File: src/rtl/matrix_pkg.sv
// Shared dimensions, FSM state type and frame row-slice helper for the LED matrix scan path.
package matrix_pkg;

    localparam int unsigned ROWS    = 8;
    localparam int unsigned COLS    = 16;
    localparam int unsigned FRAME_W = ROWS * COLS;

    typedef enum logic [2:0] {IDLE, LOAD, SHIFT, LATCH, SHOW} state_t;

    // Row 0 occupies the top COLS bits of the frame; bit COLS-1 is the leftmost column.
    function automatic logic [COLS-1:0] row_bits(input logic [FRAME_W-1:0] frame,
                                                 input int unsigned r);
        logic [FRAME_W-1:0] sh;
        sh = frame >> (COLS * (ROWS - 1 - r));
        return sh[COLS-1:0];
    endfunction

endpackage

File: src/rtl/col_serializer.sv
// Shifts one matrix row out MSB first: each bit is held for 2*SHIFT_DIV cycles, with the
// column clock low for the first half and high for the second; done pulses on the last cycle.
module col_serializer
    import matrix_pkg::*;
#(
    parameter int unsigned SHIFT_DIV = 4
) (
    input  logic            clk,
    input  logic            rst_n,
    input  logic            load,
    input  logic [COLS-1:0] data,
    output logic            ser_data,
    output logic            ser_clk,
    output logic            done
);

    localparam int unsigned PhW  = $clog2(2 * SHIFT_DIV);
    localparam int unsigned BitW = $clog2(COLS);

    logic [COLS-1:0] shreg_q;
    logic [BitW-1:0] bit_q;
    logic [PhW-1:0]  phase_q;
    logic            busy_q;
    logic            last_phase;

    assign last_phase = (phase_q == PhW'(2 * SHIFT_DIV - 1));

    always_ff @(posedge clk or negedge rst_n) begin
        if (!rst_n) begin
            shreg_q <= '0;
            bit_q   <= '0;
            phase_q <= '0;
            busy_q  <= 1'b0;
        end else if (load) begin
            shreg_q <= data;
            bit_q   <= BitW'(COLS - 1);
            phase_q <= '0;
            busy_q  <= 1'b1;
        end else if (busy_q) begin
            if (last_phase) begin
                phase_q <= '0;
                shreg_q <= shreg_q << 1;
                if (bit_q == '0) begin
                    busy_q <= 1'b0;
                end else begin
                    bit_q <= bit_q - 1'b1;
                end
            end else begin
                phase_q <= phase_q + 1'b1;
            end
        end
    end

    assign ser_data = busy_q & shreg_q[COLS-1];
    assign ser_clk  = busy_q & (phase_q >= PhW'(SHIFT_DIV));
    assign done     = busy_q & last_phase & (bit_q == '0);

endmodule

File: src/rtl/matrix_scan_ctrl.sv
// Row-scan controller: double-buffers frames, swaps only at row 0, shifts/latches/shows each row.
// Optional MATRIX_DIM_EN adds a brightness input that shortens the lit part of each SHOW phase.
module matrix_scan_ctrl
    import matrix_pkg::*;
#(
    parameter int unsigned SHIFT_DIV = 4,
    parameter int unsigned ROW_HOLD  = 1024
) (
    input  logic               clk,
    input  logic               rst_n,
    input  logic [FRAME_W-1:0] frameData,
    input  logic               frameValid,
`ifdef MATRIX_DIM_EN
    input  logic [3:0]         brightness,
`endif
    output logic               frameReady,
    output logic               serData,
    output logic               serClk,
    output logic               serLatch,
    output logic [ROWS-1:0]    rowEn,
    output logic               frameTick
);

    localparam int unsigned RowW   = $clog2(ROWS);
    localparam int unsigned CntMax = (ROW_HOLD > SHIFT_DIV) ? ROW_HOLD : SHIFT_DIV;
    localparam int unsigned CntW   = (CntMax > 1) ? $clog2(CntMax) : 1;

    state_t             state_q, state_d;
    logic [RowW-1:0]    row_q, row_d;
    logic [CntW-1:0]    cnt_q, cnt_d;
    logic [FRAME_W-1:0] pending_q, active_q;
    logic               pending_full_q;
    logic               accept, swap, ser_load, ser_done, lit_on;
    logic [COLS-1:0]    load_bits;

    assign accept   = frameValid & ~pending_full_q;
    assign swap     = (state_q == LOAD) && (row_q == '0) && pending_full_q;
    assign ser_load = (state_q == LOAD);
    // The swap lands at the end of LOAD, so the row-0 load must take the pending copy directly.
    assign load_bits = swap ? row_bits(pending_q, 0) : row_bits(active_q, 32'(row_q));

    always_ff @(posedge clk or negedge rst_n) begin
        if (!rst_n) begin
            pending_q      <= '0;
            active_q       <= '0;
            pending_full_q <= 1'b0;
        end else begin
            if (swap) begin
                active_q       <= pending_q;
                pending_full_q <= 1'b0;
            end
            if (accept) begin
                pending_q      <= frameData;
                pending_full_q <= 1'b1;
            end
        end
    end

    always_ff @(posedge clk or negedge rst_n) begin
        if (!rst_n) begin
            state_q <= IDLE;
            row_q   <= '0;
            cnt_q   <= '0;
        end else begin
            state_q <= state_d;
            row_q   <= row_d;
            cnt_q   <= cnt_d;
        end
    end

    always_comb begin
        state_d = state_q;
        row_d   = row_q;
        cnt_d   = '0;
        unique case (state_q)
            IDLE:  if (accept) state_d = LOAD;
            LOAD:  state_d = SHIFT;
            SHIFT: if (ser_done) state_d = LATCH;
            LATCH: begin
                if (cnt_q == CntW'(SHIFT_DIV - 1)) state_d = SHOW;
                else cnt_d = cnt_q + 1'b1;
            end
            SHOW: begin
                if (cnt_q == CntW'(ROW_HOLD - 1)) begin
                    state_d = LOAD;
                    row_d   = (row_q == RowW'(ROWS - 1)) ? '0 : row_q + 1'b1;
                end else begin
                    cnt_d = cnt_q + 1'b1;
                end
            end
            default: state_d = IDLE;
        endcase
    end

`ifdef MATRIX_DIM_EN
    localparam int unsigned LitW = $clog2(ROW_HOLD + 1);

    logic [LitW-1:0] lit_q;
    int unsigned     lit_calc;

    always_comb begin
        lit_calc = ((32'(brightness) + 32'd1) * ROW_HOLD) >> 4;
        if (lit_calc == 0) lit_calc = 1;
    end

    always_ff @(posedge clk or negedge rst_n) begin
        if (!rst_n) begin
            lit_q <= '0;
        end else if (state_q == LOAD) begin
            lit_q <= LitW'(lit_calc);
        end
    end

    assign lit_on = (32'(cnt_q) < 32'(lit_q));
`else
    assign lit_on = 1'b1;
`endif

    col_serializer #(
        .SHIFT_DIV(SHIFT_DIV)
    ) u_col_serializer (
        .clk     (clk),
        .rst_n   (rst_n),
        .load    (ser_load),
        .data    (load_bits),
        .ser_data(serData),
        .ser_clk (serClk),
        .done    (ser_done)
    );

    assign frameReady = ~pending_full_q;
    assign frameTick  = (state_q == LOAD) && (row_q == '0);
    assign serLatch   = (state_q == LATCH);
    assign rowEn      = ((state_q == SHOW) && lit_on) ? (ROWS'(1) << row_q) : '0;

endmodule

File: config.mk
export PLATFORM = sky130hd
export DESIGN_NAME = matrix_scan_ctrl
export DESIGN_NICKNAME = d
export VERILOG_FILES = /design/src/rtl/matrix_pkg.sv /design/src/rtl/col_serializer.sv /design/src/rtl/matrix_scan_ctrl.sv
export SDC_FILE = /design/constraint.sdc
export NUM_CORES = 1
export LEC_CHECK = 0
export ABC_AREA = 1
export ABC_CLOCK_PERIOD_IN_PS = 2800
export BUFFER_PORTS_ARGS = -buffer_cell sky130_fd_sc_hd__clkbuf_2
export CELL_PAD_IN_SITES_DETAIL_PLACEMENT = 0
export CELL_PAD_IN_SITES_GLOBAL_PLACEMENT = 2
export CORE_MARGIN = 4
export CORE_UTILIZATION = 35
export CTS_BUF_LIST = sky130_fd_sc_hd__clkbuf_8 sky130_fd_sc_hd__clkbuf_16
export CTS_CLUSTER_DIAMETER = 200
export DETAILED_ROUTE_END_ITERATION = 16
export GPL_TIMING_DRIVEN = 0
export PLACE_DENSITY_LB_ADDON = 0.1
export SLEW_MARGIN = 0
export SYNTH_ARGS = -nofsm -noshare
export SYNTH_HDL_FRONTEND = slang
export SYNTH_SLANG_ARGS = --single-unit
File: constraint.sdc
create_clock -name clk -period 2.8 [get_ports clk]
set_input_delay 0.56 -clock clk [delete_from_list [all_inputs] [get_ports clk]]
set_output_delay 0.56 -clock clk [all_outputs]
set_load 0.02 [all_outputs]
==> impl_metrics.py <==
metrics = {
    "timing": {
        "rsz0062_at_grt": "false",
        "setup_violations": 0,
        "fin_skew_ps": 9.707,
        "worstMarginPinSlew_ps": 977.2,
        "hold_violations": 0,
        "slew_viol_final": 0,
        "slew_headroom_pct": 34.85,
        "fmax_ghz": 0.3769,
        "fin_crit_ps": 2653,
        "final.period_utilization_pct": 94.75,
    },
    "floorplan": {
        "num_rows": 70,
        "core_um2": 36870,
        "fp.dieH_um": 202.0,
        "dieArea_um2": 40810,
        "initial_core_util_pct": 35.73,
        "io-pin-count": 144,
        "die_x_um": 202.0,
    },
    "grt": {
        "grt_pass1_vias": 11118,
        "grt_usage_pct": 19.18,
        "grt_max_degree": 108,
        "grt_pass1_wl_mm": 62.54,
        "antenna_found_initial": 0,
        "gr-total-overflow": 0,
    },
    "final_layout": {
        "antenna_cells": 0,
        "multi_input_area_um2": 4607,
        "fillers": 3856,
        "regArea_um2": 7432,
        "final_nets": 1962,
        "areaGrowthSynthToFinish_pct": 19.84,
        "drive_above_1_share_pct": 13.32,
        "utilization_pct": 42.82,
    },
    "setup_path": {
        "crit_type": "reg2out",
        "reg2reg_to": "active_q[111]",
        "reg2reg_slack_ps": 240,
        "required_ps": 2240,
        "startpoint_type": "register",
        "endpoint_kind": "output port",
        "r2r_cells": 10,
        "critical_path.max_fanout": 20,
        "r2r_start": "row_q[0]",
        "arrival_ps": 2090,
    },
    "synth": {
        "syn-mean-instance-area_um2": 8.044,
        "syn-num-nets": 1780,
        "yosys-top-cells-area": "dfrtp_1, nand2_1, inv_1",
        "synth_warnings": 0,
        "syn-instance-count": 1638,
        "synth_area_um2": 13180,
        "synth_area_leader_cell": "dfrtp_1",
        "synth_top_area_share_pct": 56.40,
        "ys.flop_type": "dfrtp_1",
        "async_flop_share_pct": 100.0,
        "synth.distinct_cells": 35,
        "seq_area_frac_synth_pct": 56.40,
        "synth_edf_count": 0,
        "synth-seq-cells": 297,
    },
    "clocking": {
        "cts.sink_count": 297,
        "htree_levels": 2,
        "clk_latency_ps": 510,
        "clockRootBuffer": "clkbuf_16",
        "cts.clk_slew.worst_paths_ps": 60,
        "cts_tree": "done",
        "clk_path_buf_depth": 3,
        "cts_made_buffers": 36,
    },
    "detailed_routing": {
        "num_vias": 10754,
        "wl_per_cell_um": 16.62,
        "firstDrtPassIters": 5,
        "routed_via_density": 4.590,
        "wl_mm": 38.95,
        "drcViolationCount": 0,
        "postRouteAntennaNets": 0,
        "first_iter_violations": 685,
    },
    "power_and_ir_drop": {
        "cellPowerDensity_nw_per_um2": 1066,
        "fin_total_pwr_mw": 16.84,
        "ir_drop_uv": 382.7,
        "leakagePower_nw": 8.336,
    },
    "outcome": {
        "outcome": "completed",
    },
    "flow_run": {
        "drv.max_cap_violation_count": 0,
    },
    "placement": {
        "port_buffers": 143,
        "gp_congestion": 0.8224,
        "dpl.hpwl_mm": 29.18,
    },
    "min_path": {
        "hold_class": "in2async",
    },
}
-- per-stage QoR --
stage,setup slack (ps),hold WS (ps),instances,setup TNS (ps),area (um^2)
floorplan,558.5,264.4,1638,0,13180
detailed placement,-336.9,460.7,2287,-36110,14590
global placement,-5439,446.9,2285,-1645640,14520
finish,147.1,125.3,2343,0,15790
global route,15.72,185.6,2343,0,15790
CTS,50.63,151.2,2343,0,15780
-- final cells by class --
| class | count | share of cell area, % |
|---|---|---|
| sequential | 297 | 47.07 |
| multi-input combinational | 1059 | 29.18 |
| clock buffer | 42 | 6.300 |
| timing repair buffer | 147 | 5.032 |
| inverter | 193 | 4.620 |
| tap | 504 | 3.994 |
| buffer | 86 | 2.567 |
| clock inverter | 15 | 1.244 |
-- layer usage --
layer / global-route usage, % / wire length, um / up-vias
met5: 0 / 0 / -
met4: 4.004 / 746 / 0
met3: 2.583 / 1399 / 43
met2: 29.28 / 16990 / 163
met1: 29.27 / 19810 / 5125
li1: - / - / 5423
-- Yosys cell counts (2+ instances only) --
library cell  instances
a21oi_1               8
buf_1                10
inv_1               190
nor2b_1               2
o21ai_0              76
nor2_1               24
buf_2                24
buf_4                 9
clkbuf_1             44
o211ai_1             14
or2_2                 3
nand2_1             682
nand3_1             125
and3_1                3
nor3_1                9
dfrtp_1             297
inv_2                 2
o21ai_1              85
buf_6                 2
ha_1                 11
nand3b_1              2
xor2_1                3
-- timing repair --
| item | in CTS | in global routing |
|---|---|---|
| endpoints found under the setup margin | 145 | 113 |
| pin swaps | 0 | 1 |
| setup buffers | 0 | 2 |
| hold buffers | 0 | 0 |
| resized for setup | 5 | 2 |
-- cell usage in the layout (no fill, tap or decap), drive strengths merged, types with 8 or more instances in the layout --
master  Yosys  layout
o21ai     161     161
nor3       11      11
dfrtp     297     297
clkbuf     44     227
nand2     682     682
o211ai     14      14
nand3     126     126
ha         11      11
inv       192     198
nor2       24      24
buf        45      48
a21oi       8       8
-- power breakdown --
part	leakage (nW)	total (mW)	internal (mW)	switching (mW)
clock network	0.605	4.75	2.97	1.78
registers	3.76	6.91	6.10	0.805
logic	3.97	5.18	1.78	3.40
-- logic make-up after synthesis --
group,after synthesis,share of synthesized area [%]
multiplexers,1,0.08546
flip-flops,297,56.40
AO/OA/AOI/OAI,188,7.502
adder cells (fa/ha/maj),11,1.045
XOR/XNOR,4,0.2659
buffers and inverters,282,8.632
AND/OR/NAND/NOR,855,26.07
-- sequential cells by signal, indices dropped and copies added, names as in the netlist --
name / count
pending_q: 128
u_col_serializer.shreg_q: 16
row_q: 3
u_col_serializer.bit_q: 4
active_q: 128
u_col_serializer.phase_q: 3
cnt_q: 10
pending_full_q: 1
u_col_serializer.busy_q: 1
state_q: 3
-- critical path: stages (launching register included) --
cell,delay [ps]
dfrtp_1,520
inv_1,120
buf_4,280
ha_1,190
inv_1,80
nor3_1,190
clkbuf_2,200
-- how the worst max path moves through the flow --
stage                     cells past startpoint       start       endpoint  slack (ps)
after floorplan                               6    row_q[0]      frameTick         560
after global placement                        1       rst_n  pending_q[81]       -5440
after detailed placement                     11    row_q[0]  active_q[111]        -340
after CTS                                     5  state_q[2]      frameTick          50
after global routing                          6    row_q[0]       rowEn[4]          20
final                                         6    row_q[0]      frameTick         150
Power figures use the tool's default switching activity.
